===== src/rtl/dmem_arbiter_if.sv =====
// dmem_arbiter_if: requester ports A/B and data-memory array signals of the dmem arbiter
interface dmem_arbiter_if #(parameter int DEPTH_LOG2 = 6);
  logic a_rd, a_wr, a_ready, a_freeze;
  logic [31:0] a_addr, a_wdata, a_rdata;
  logic b_rd, b_wr, b_ready;
  logic [31:0] b_addr, b_wdata, b_rdata;
  logic [DEPTH_LOG2-1:0] mem_addr;
  logic [31:0] mem_wdata, mem_rdata;
  logic mem_we, err;
  modport master(
    output a_rd, a_wr, a_addr, a_wdata, b_rd, b_wr, b_addr, b_wdata, mem_rdata,
    input a_rdata, a_ready, a_freeze, b_rdata, b_ready, mem_addr, mem_wdata, mem_we, err
  );
  modport slave(
    input a_rd, a_wr, a_addr, a_wdata, b_rd, b_wr, b_addr, b_wdata, mem_rdata,
    output a_rdata, a_ready, a_freeze, b_rdata, b_ready, mem_addr, mem_wdata, mem_we, err
  );
endinterface


===== src/rtl/dmem_arbiter.sv =====
// dmem_arbiter: two-port round-robin sequencer for the data memory with programmable wait states
// Define DMEM_RANGE_CHECK_EN to flag and suppress accesses outside the mapped window.
module dmem_arbiter #(
  parameter logic [31:0] BASE_ADDR = 32'd1024,
  parameter int WAIT_CYCLES = 2,
  parameter int DEPTH_LOG2 = 6
) (
  input logic clk,
  input logic rst,
  dmem_arbiter_if.slave bus
);
  typedef enum logic [1:0] {IDLE, ACCESS, DONE} state_t;
  state_t state, state_n;
  logic [3:0] cnt;
  logic gnt_b, last_b, op_wr, oor;
  logic a_req, b_req, pick_b, sel_wr, sel_oor, rd_cap, unused;
  logic [31:0] sel_addr, sel_wdata, off;
  assign a_req = bus.a_rd | bus.a_wr;
  assign b_req = bus.b_rd | bus.b_wr;
  // A wins a tie unless A was the last port served
  assign pick_b = b_req & (~a_req | ~last_b);
  assign sel_wr = pick_b ? bus.b_wr : bus.a_wr;
  assign sel_addr = pick_b ? bus.b_addr : bus.a_addr;
  assign sel_wdata = pick_b ? bus.b_wdata : bus.a_wdata;
  assign off = sel_addr - BASE_ADDR;
`ifdef DMEM_RANGE_CHECK_EN
  assign sel_oor = off >= (32'd4 << DEPTH_LOG2);
  assign bus.err = state == DONE && oor;
  assign unused = ^off[1:0];
`else
  assign sel_oor = 1'b0;
  assign bus.err = 1'b0;
  assign unused = ^{off[31:DEPTH_LOG2+2], off[1:0]};
`endif
  assign rd_cap = state == ACCESS && cnt == 4'd0 && !op_wr;
  assign bus.mem_we = state == ACCESS && cnt == 4'd0 && op_wr && !oor;
  assign bus.a_ready = state == DONE && !gnt_b;
  assign bus.b_ready = state == DONE && gnt_b;
  assign bus.a_freeze = a_req & ~bus.a_ready;
  always_comb begin
    state_n = (state == IDLE) ? ((a_req | b_req) ? ACCESS : IDLE) :
              (state == ACCESS) ? ((cnt == 4'd0) ? DONE : ACCESS) : IDLE;
  end
  always_ff @(posedge clk) begin
    if (rst) begin
      state <= IDLE;
      cnt <= 4'd0;
      gnt_b <= 1'b0;
      last_b <= 1'b1;
      op_wr <= 1'b0;
      oor <= 1'b0;
      bus.mem_addr <= '0;
      bus.mem_wdata <= 32'd0;
      bus.a_rdata <= 32'd0;
      bus.b_rdata <= 32'd0;
    end else begin
      state <= state_n;
      if (state == IDLE && (a_req | b_req)) begin
        gnt_b <= pick_b;
        last_b <= pick_b;
        op_wr <= sel_wr;
        oor <= sel_oor;
        cnt <= 4'(WAIT_CYCLES);
        bus.mem_addr <= off[DEPTH_LOG2+1:2];
        bus.mem_wdata <= sel_wdata;
      end
      if (state == ACCESS && cnt != 4'd0) cnt <= cnt - 4'd1;
      if (rd_cap && !gnt_b) bus.a_rdata <= oor ? 32'd0 : bus.mem_rdata;
      if (rd_cap && gnt_b) bus.b_rdata <= oor ? 32'd0 : bus.mem_rdata;
    end
  end
endmodule


===== src/flat_wrapper.sv =====
// flat-port wrapper written by rule: the top's interface ports become plain ports
module dmem_arbiter_flat 
#(
  parameter logic [31:0] BASE_ADDR = 32'd1024,
  parameter int WAIT_CYCLES = 2,
  parameter int DEPTH_LOG2 = 6
)
  (clk, rst, bus_a_rd, bus_a_wr, bus_a_addr, bus_a_wdata, bus_b_rd, bus_b_wr, bus_b_addr, bus_b_wdata, bus_mem_rdata, bus_a_rdata, bus_a_ready, bus_a_freeze, bus_b_rdata, bus_b_ready, bus_mem_addr, bus_mem_wdata, bus_mem_we, bus_err);
  dmem_arbiter_if #(.DEPTH_LOG2(DEPTH_LOG2)) bus_i ();
  input logic clk;
  input logic rst;
  input wire logic [$bits(bus_i.a_rd)-1:0] bus_a_rd;
  input wire logic [$bits(bus_i.a_wr)-1:0] bus_a_wr;
  input wire logic [$bits(bus_i.a_addr)-1:0] bus_a_addr;
  input wire logic [$bits(bus_i.a_wdata)-1:0] bus_a_wdata;
  input wire logic [$bits(bus_i.b_rd)-1:0] bus_b_rd;
  input wire logic [$bits(bus_i.b_wr)-1:0] bus_b_wr;
  input wire logic [$bits(bus_i.b_addr)-1:0] bus_b_addr;
  input wire logic [$bits(bus_i.b_wdata)-1:0] bus_b_wdata;
  input wire logic [$bits(bus_i.mem_rdata)-1:0] bus_mem_rdata;
  output wire logic [$bits(bus_i.a_rdata)-1:0] bus_a_rdata;
  output wire logic [$bits(bus_i.a_ready)-1:0] bus_a_ready;
  output wire logic [$bits(bus_i.a_freeze)-1:0] bus_a_freeze;
  output wire logic [$bits(bus_i.b_rdata)-1:0] bus_b_rdata;
  output wire logic [$bits(bus_i.b_ready)-1:0] bus_b_ready;
  output wire logic [$bits(bus_i.mem_addr)-1:0] bus_mem_addr;
  output wire logic [$bits(bus_i.mem_wdata)-1:0] bus_mem_wdata;
  output wire logic [$bits(bus_i.mem_we)-1:0] bus_mem_we;
  output wire logic [$bits(bus_i.err)-1:0] bus_err;
  assign bus_i.a_rd = bus_a_rd;
  assign bus_i.a_wr = bus_a_wr;
  assign bus_i.a_addr = bus_a_addr;
  assign bus_i.a_wdata = bus_a_wdata;
  assign bus_i.b_rd = bus_b_rd;
  assign bus_i.b_wr = bus_b_wr;
  assign bus_i.b_addr = bus_b_addr;
  assign bus_i.b_wdata = bus_b_wdata;
  assign bus_i.mem_rdata = bus_mem_rdata;
  assign bus_a_rdata = bus_i.a_rdata;
  assign bus_a_ready = bus_i.a_ready;
  assign bus_a_freeze = bus_i.a_freeze;
  assign bus_b_rdata = bus_i.b_rdata;
  assign bus_b_ready = bus_i.b_ready;
  assign bus_mem_addr = bus_i.mem_addr;
  assign bus_mem_wdata = bus_i.mem_wdata;
  assign bus_mem_we = bus_i.mem_we;
  assign bus_err = bus_i.err;
  dmem_arbiter #(.BASE_ADDR(BASE_ADDR), .WAIT_CYCLES(WAIT_CYCLES), .DEPTH_LOG2(DEPTH_LOG2)) u_core (.clk(clk), .rst(rst), .bus(bus_i));
endmodule

===== config.mk =====
export PLATFORM = sky130hd
export DESIGN_NAME = dmem_arbiter_flat
export DESIGN_NICKNAME = d
export VERILOG_FILES = /design/src/rtl/dmem_arbiter_if.sv /design/src/rtl/dmem_arbiter.sv /design/src/flat_wrapper.sv
export SDC_FILE = /design/constraint.sdc
export NUM_CORES = 1
export LEC_CHECK = 0
export CAP_MARGIN = 20
export CORE_UTILIZATION = 39
export CTS_CLUSTER_SIZE = 10
export DETAILED_ROUTE_END_ITERATION = 10
export PLACE_DENSITY = 0.81
export REMOVE_ABC_BUFFERS = 1
export SLEW_MARGIN = 20
export SYNTH_ARGS = -nofsm -noshare
export SYNTH_HDL_FRONTEND = slang
export SYNTH_SLANG_ARGS = --single-unit

===== constraint.sdc =====
create_clock -name clk -period 2.4 [get_ports clk]
set_clock_uncertainty 0.2 [all_clocks]
set_input_delay 0.24 -clock clk [delete_from_list [all_inputs] [get_ports clk]]
set_output_delay 0.24 -clock clk [all_outputs]
set_load 0.02 [all_outputs]

Yosys cells after proc, flatten, opt, wreduce, memory -nomap -nowiden:

Index checks and enable logic that the tools add are counted.

* bits in registers: 111
* word-level logic and storage cells: 46
* input bits: 166
* output and inout bits: 107

* reductions and logical operators: 15
* mux-type cells: 9
* add/subtract/negate cells: 2
* eq/ne operators: 2
* bitwise gates (word level): 9

Operators by type and width (count)
* two-way mux 32 bit: 1
* logical AND 1 bit: 9
* two-way mux 4 bit: 2
* two-way mux 8 bit: 1
* subtractor 8 x 1 -> 8 bit (second input constant): 1
* two-way mux 2 bit: 3
* zero test 4 bit: 1
* OR 1 bit: 4
* nonzero test 4 bit: 1
* subtractor 4 x 1 -> 4 bit (second input constant): 1
* NOT 1 bit: 3
* bitwise AND 1 bit: 2
* equality test 2 x 1 -> 1 bit (second input constant): 1
* equality test 2 bit (second input constant): 1
* zero test 1 bit: 2
* zero test 2 bit: 1
* two-way mux 1 bit: 2
* nonzero test 2 bit: 1

Logic depth before layout (Yosys ltp):

* depth after elaboration: 6
* gate-level depth with buffers: 7
* gate-level depth less buffers: 5

Worst setup path after synthesis:

No wires, ideal clock.

* path kind: register to register
* start point: register u_core.cnt[0]
* end point: register u_core.bus.b_rdata[29]
* buffers on the path: 1
* data arrival time: 1.625 ns
* period minus slack after synthesis: 1.897 ns
* stages on the path, launching flop included: 7
* path slack: 0.503 ns
* required time: 2.128 ns
* cells stage by stage: dfxtp_1 > inv_1 > ha_1 > nor4b_1 > clkbuf_1 > nand3_1 > a21oi_1

* word-level cells in the longest chain between the ends: 4

RTL lines
* start: declaration: RTL line dmem_arbiter.sv:14 `logic [3:0] cnt;`
* start signal: assignment: RTL line dmem_arbiter.sv:63 `cnt <= 4'(WAIT_CYCLES);`
* start signal: assignment: RTL line dmem_arbiter.sv:67 `if (state == ACCESS && cnt != 4'd0) cnt <= cnt - 4'd1;`
* zero test 4 bit: RTL line dmem_arbiter.sv:35 `assign rd_cap = state == ACCESS && cnt == 4'd0 && !op_wr;`
* logical AND 1 bit (2 in a row): RTL line dmem_arbiter.sv:35
* logical AND 1 bit: RTL line dmem_arbiter.sv:69 `if (rd_cap && gnt_b) bus.b_rdata <= oor ? 32'd0 : bus.mem_rdata;`
* end signal: assignment: RTL line dmem_arbiter.sv:69
* end: declaration: RTL line dmem_arbiter_if.sv:16 `output a_rdata, a_ready, a_freeze, b_rdata, b_ready, mem_addr, mem_wdata, mem_we, err`

No other way between the ends.
A chain may end at the register's enable or synchronous reset.

Worst setup path after layout:

* start point: register u_core.cnt[0]
* end point: output port bus_mem_we

* word-level cells in the longest chain between the ends: 3

RTL lines
* zero test 4 bit: RTL line dmem_arbiter.sv:36 `assign bus.mem_we = state == ACCESS && cnt == 4'd0 && op_wr && !oor;`
* logical AND 1 bit (2 in a row): RTL line dmem_arbiter.sv:36
* end: declaration: RTL line flat_wrapper.sv:28 `output wire logic [$bits(bus_i.mem_we)-1:0] bus_mem_we;`

No other way between the ends.

==> flow_metrics.py <==
metrics = {
    "clock_tree": {
        "clock_sinks": 111,
        "h-tree-depth": 3,
        "post_cts.repair.setup_buffers": 0,
        "clk_path_buf_depth": 2,
        "numCtsBuffers": 9,
        "cts_tree": "done",
        "cts_hold_buffers": 0,
        "cts.clk_slew.worst_paths_ns": 0.07,
        "clock-root-buffer": "clkbuf_16",
        "cts.repair.resized": 2,
        "clock_latency_ns": 0.33,
    },
    "floorplan": {
        "dieHeight_um": 115,
        "rows": 41,
        "start_util_pct": 39.9,
        "coreArea_um2": 12600,
        "top_level_ports": 273,
        "design.die.area_um2": 13300,
        "die_w_um": 115,
    },
    "place": {
        "post_dp_cell_area_um2": 7380,
        "gp_congestion": 0.797,
        "dp_slack_ns": 0.136,
        "place_hpwl_mm": 11.0,
        "io_buffers": 219,
    },
    "detailed_routing": {
        "avgRoutedWirePerCell_um": 17.1,
        "viasPerCell": 5.76,
        "drcViolationCount": 0,
        "firstDrtPassIters": 6,
        "drtAntennaViolNets": 0,
        "wirelength_mm": 16.0,
        "num_vias": 5384,
        "drtIter0Drc": 679,
    },
    "grt": {
        "track_usage_pct": 23.6,
        "grt-ovfl-total": 0,
        "grt_pass1_vias": 5097,
        "antenna_found_initial": 0,
        "grt_pass1_wl_mm": 24.9,
        "grt_max_degree": 67,
    },
    "power": {
        "power.density_nw_per_um2": 744,
        "peakVddDrop_mv": 0.345,
        "p_leak_nw": 2.53,
    },
    "worst_setup_path": {
        "critPathMaxFanout": 6,
        "crit_required_ns": 1.96,
        "rr_startpoint": "u_core.cnt[0]$_SDFFE_PP0P_",
        "startpoint": "u_core.cnt[0]$_SDFFE_PP0P_",
        "critPathBufInv": 2,
        "path_cells": "inv_1 -> ha_2 -> nor4bb_4 -> and3_1 -> dlygate4sd2_1",
        "end_kind": "output port",
        "crit_arrival_ns": 1.85,
        "critPathKind": "reg -> out",
        "cpPeakStageDelay_ns": 0.34,
        "slowest_stage": "dfxtp_1",
        "cp-start-kind": "flip-flop",
        "critical_path.top_delay_family": "simple AND/OR/NAND/NOR gates",
    },
    "sta": {
        "final.period_utilization_pct": 95.5,
        "worst_pin_slew_ns": 0.622,
        "setup_viol": 0,
        "rsz0062_at_grt": "false",
        "fin_ws_ns": 0.108,
        "fmax_mhz": 436,
        "hold_viol_final": 0,
        "final.min_clock_period_ns": 2.29,
        "slew_viol_final": 0,
        "whs_ns": 0.185,
        "max-slew-margin-rel_pct": 58.5,
    },
    "logic_synthesis": {
        "synthesis.area_um2": 5010,
        "syn_inst": 580,
        "ys_types": 41,
        "syn_avg_cell_area_um2": 8.64,
        "ys_seq_area_share_pct": 44.3,
        "yosysWarnings": 0,
        "ys_ff_latch": 111,
    },
    "final_layout": {
        "nets": 925,
        "fin_area_um2": 7680,
        "area_growth_syn_to_layout_pct": 53.3,
        "drive_gt1_share_pct": 11.8,
        "most-common-layout-cells": "clkdlybuf4s50_1, dfxtp_1, a21oi_1",
        "antenna_cells": 0,
        "layout_commonest_cell": "clkdlybuf4s50_1",
    },
    "status": {
        "status": "finished clean",
    },
    "hold_path": {
        "hp-start": "rst",
        "hold_path.class": "in -> reg",
    },
    "flow_run": {
        "max_cap_violations": 0,
    },
}
Yosys cell counts:
cell type	count	area, um2
a2111o_1	1	11.3
a211o_1	1	8.76
a211oi_2	1	12.5
a21boi_0	1	7.51
a21oi_1	104	521
a221o_1	1	10.0
a311oi_2	39	586
a31o_2	1	8.76
a31oi_1	1	6.26
and2_1	2	12.5
and3_1	2	12.5
and3b_1	2	17.5
buf_1	2	7.51
buf_2	2	10.0
buf_4	1	7.51
buf_6	5	56.3
clkbuf_1	61	229
conb_1	1	3.75
dfxtp_1	111	2220
ha_1	2	25.0
inv_1	4	15.0
nand2_1	3	11.3
nand2b_1	2	12.5
nand3_1	103	515
nand4bb_1	1	11.3
nor2_1	4	15.0
nor2b_1	1	6.26
nor3_1	4	20.0
nor3b_1	1	7.51
nor4b_1	1	8.76
nor4bb_1	1	10.0
o21a_1	1	7.51
o21ai_0	101	505
o21ai_1	4	20.0
o21ba_2	1	10.0
o31ai_1	1	7.51
o41ai_2	1	16.3
or2_2	1	6.26
or3_1	1	6.26
or3b_2	2	17.5
or4_1	1	7.51
flip-flops by register name (all words and copies together) (netlist names):
signal	flops
u_core.bus.mem_addr	6
u_core.cnt	4
u_core.state	2
u_core.last_b	1
u_core.op_wr	1
u_core.bus.mem_wdata	32
u_core.gnt_b	1
u_core.bus.a_rdata	32
u_core.bus.b_rdata	32
cells by family (layout without fill, tap and decap cells):
group                      count (synthesis)  after routing  share of synthesized area, %
buffers and inverters                     75            257                          6.49
adders and majority gates                  2              2                         0.499
and+or+nand+nor                          132            132                          13.9
AOI/OAI and AO/OA                        259            259                          34.7
DFF                                      111            111                          44.3
other                                      1              1                        0.0748
routing by layer:
metal | vias to the layer above | global-route usage [%] | wire length (um)
met1 | 2555 | 28.1 | 6300
met3 | 29 | 6.38 | 1630
met2 | 290 | 40.1 | 7720
met5 | - | 0 | 0
li1 | 2510 | - | -
met4 | 0 | 9.78 | 299
layout make-up:
type / count / area (um2)
repair buffers: 237 / 2410
fillers: 1053 / 4880
well taps: 172 / 215
inverters: 4 / 15.0
multi-input cells: 394 / 2510
clock buffers: 11 / 243
flip-flops and latches: 111 / 2220
clock inverters: 5 / 63.8
path summary, 6_finish.rpt:
path / cells past startpoint / to / slack (ns)
hold / removal: 2 / u_core.bus.b_rdata[29]$_SDFFE_PP0P_ / 0.18
hold reg to reg: 2 / u_core.bus.a_rdata[3]$_SDFFE_PP0P_ / 0.28
setup reg to reg: 6 / u_core.bus.a_rdata[4]$_SDFFE_PP0P_ / 0.43
setup / recovery: 5 / bus_mem_we / 0.11
per-stage QoR:
step / TNS (ns) / total power, mW / utilization, % / std cells
final: 0 / 5.72 / 61.1 / 934
after global routing: 0 / 5.99 / 61.1 / 934
after CTS: 0 / 5.76 / 61.1 / 934
after detailed placement: 0 / 4.23 / 58.7 / 918
after global placement: 0 / 4.17 / 58.7 / 918
after floorplan: -140.46 / 3.20 / - / 509
power breakdown:
part | switching, mW | total (mW) | leakage (nW) | internal (mW)
clock | 0.685 | 1.53 | 0.147 | 0.849
combinational | 1.13 | 2.00 | 1.48 | 0.875
sequential | 0.136 | 2.18 | 0.908 | 2.04
total | 1.95 | 5.72 | 2.53 | 3.77
Note: power is estimated with default switching activity, not from simulation.
==> variant: new RTL, config.mk and constraints unchanged <==
`DEPTH_LOG2` is set to 6 in 3 places; all go to 7.
--- a/src/rtl/dmem_arbiter_if.sv
+++ b/src/rtl/dmem_arbiter_if.sv
@@ -1,4 +1,4 @@
 // dmem_arbiter_if: requester ports A/B and data-memory array signals of the dmem arbiter
-interface dmem_arbiter_if #(parameter int DEPTH_LOG2 = 6);
+interface dmem_arbiter_if #(parameter int DEPTH_LOG2 = 7);
   logic a_rd, a_wr, a_ready, a_freeze;
   logic [31:0] a_addr, a_wdata, a_rdata;
--- a/src/rtl/dmem_arbiter.sv
+++ b/src/rtl/dmem_arbiter.sv
@@ -4,5 +4,5 @@
   parameter logic [31:0] BASE_ADDR = 32'd1024,
   parameter int WAIT_CYCLES = 2,
-  parameter int DEPTH_LOG2 = 6
+  parameter int DEPTH_LOG2 = 7
 ) (
   input logic clk,
--- a/src/flat_wrapper.sv
+++ b/src/flat_wrapper.sv
@@ -4,5 +4,5 @@
   parameter logic [31:0] BASE_ADDR = 32'd1024,
   parameter int WAIT_CYCLES = 2,
-  parameter int DEPTH_LOG2 = 6
+  parameter int DEPTH_LOG2 = 7
 )
   (clk, rst, bus_a_rd, bus_a_wr, bus_a_addr, bus_a_wdata, bus_b_rd, bus_b_wr, bus_b_addr, bus_b_wdata, bus_mem_rdata, bus_a_rdata, bus_a_ready, bus_a_freeze, bus_b_rdata, bus_b_ready, bus_mem_addr, bus_mem_wdata, bus_mem_we, bus_err);
Interface: changed (resized bus_mem_addr); port bits go from 273 to 274. No check against the original RTL was run, so the function may have changed too.
==> variant against the unedited design <==
Register-to-register slack lost 260 ps; via count is essentially flat; setup slack gained 1.3 ps; total power grew 0.39%; sequential cell count grew 1; synthesized area grew 0.72%; non-clock buffer count grew 6; design area grew 0.77%; wire length grew 1.5%; critical endpoint unchanged.
==> variant: results (changes against the unedited design) <==
outcome: "finished clean"
synth_fa_ha_area_share_pct: 0.496  # -0.0036 points
ctsResizeCount: 1  # -1
place_ws_ps: 128  # -7.62 ps
wl_met3_mm: 1.66  # +2.3%
avgSynthCellArea_um2: 8.64  # about the same
worst-path-max-fanout: 5  # -1
fin_ws_ps: 109  # +1.29 ps
reg2reg_to: "u_core.bus.a_rdata[28]$_SDFFE_PP0P_"
fin_nets: 935  # +1.1%
r2r_start: "u_core.cnt[0]$_SDFFE_PP0P_"
wire_per_inst_um: 17.2  # +0.44%
io_buffer_count: 222  # +1.4%
ys_top_cells_by_area: "dfxtp_1 (44%), a311oi_2 (12%), a21oi_1 (10%), nand3_1 (10%), o21ai_0 (10%)"
gp_congestion: 0.769  # -3.5%
p_leak_nw: 2.56  # +1.3%
dpl-instance-area_um2: 7440  # +0.83%
gr-usage-met1_pct: 27.1  # -1.1 points
netlist_area_um2: 5050  # +0.72%
vias: 5383  # -0.019%
grt_pass1_vias: 5125  # +0.55%
synth_compound_area_share_pct: 34.8  # +0.12 points
slew_headroom_pct: 57.6  # -0.94 points
drive_gt1_share_pct: 12.0  # +0.24 points
grt_max_degree: 65  # -3.0%
dp_cells: 928  # +1.1%
peakVddDrop_mv: 0.460  # +33%
grt.total_usage_pct: 23.8  # +0.15 points
wl_met1_mm: 6.24  # -1.0%
grt_util_met2_pct: 41.2  # +1.1 points
first_iter_violations: 590  # -13%
use_met3_pct: 7.48  # +1.1 points
swShare_pct: 34.0  # -0.13 points
antenna_found_initial: 0  # unchanged
yosys.cell_types.count: 42  # +2.4%
grt_pass1_wl_mm: 25.1  # +0.83%
[variant: cell count changes after synthesis, moves of 2 or more]
| cell | delta |
|---|---|
| buf_1 | +2 |
| clkbuf_1 | -2 |
| o21ai_0 | +3 |
| o21ai_1 | -2 |
[variant: power by group through the flow]
stage          clock network [W]  logic, W  registers (W)
2_1_floorplan                  0  0.000795        0.00243
3_3_place_gp                   0   0.00197        0.00222
3_5_place_dp                   0   0.00201        0.00223
4_1_cts                  0.00157   0.00201        0.00219
5_1_grt                  0.00164   0.00215        0.00222
6_report                 0.00154   0.00201        0.00219
[variant: cell type report]
| type | count | area (um^2) |
|---|---|---|
| inverters | 4 | 15.0 |
| repair buffers | 243 | 2440 |
| flip-flops and latches | 112 | 2240 |
| clock inverters | 6 | 66.3 |
| fillers | 1076 | 4880 |
| well taps | 172 | 215 |
| clock buffers | 10 | 239 |
| multi-input cells | 397 | 2530 |
[variant: how the worst min path moves through the flow]
stage	startpoint	to	depth (start not counted)	slack, ps
5_1_grt	rst	u_core.bus.a_rdata[20]$_SDFFE_PP0P_	2	100
3_5_place_dp	u_core.bus.a_rdata[3]$_SDFFE_PP0P_	u_core.bus.a_rdata[3]$_SDFFE_PP0P_	2	270
3_3_place_gp	u_core.bus.b_rdata[6]$_SDFFE_PP0P_	u_core.bus.b_rdata[6]$_SDFFE_PP0P_	2	260
6_report	rst	u_core.bus.a_rdata[12]$_SDFFE_PP0P_	2	100
2_1_floorplan	rst	u_core.cnt[2]$_SDFFE_PP0P_	1	100
4_1_cts	rst	u_core.bus.a_rdata[12]$_SDFFE_PP0P_	2	90
[variant: per-stage QoR]
stage,util (%),TNS [ps]
floorplan,-,-252220
global placement,58.9,0
detailed placement,58.9,0
CTS,61.3,0
global route,61.4,0
finish,61.4,0
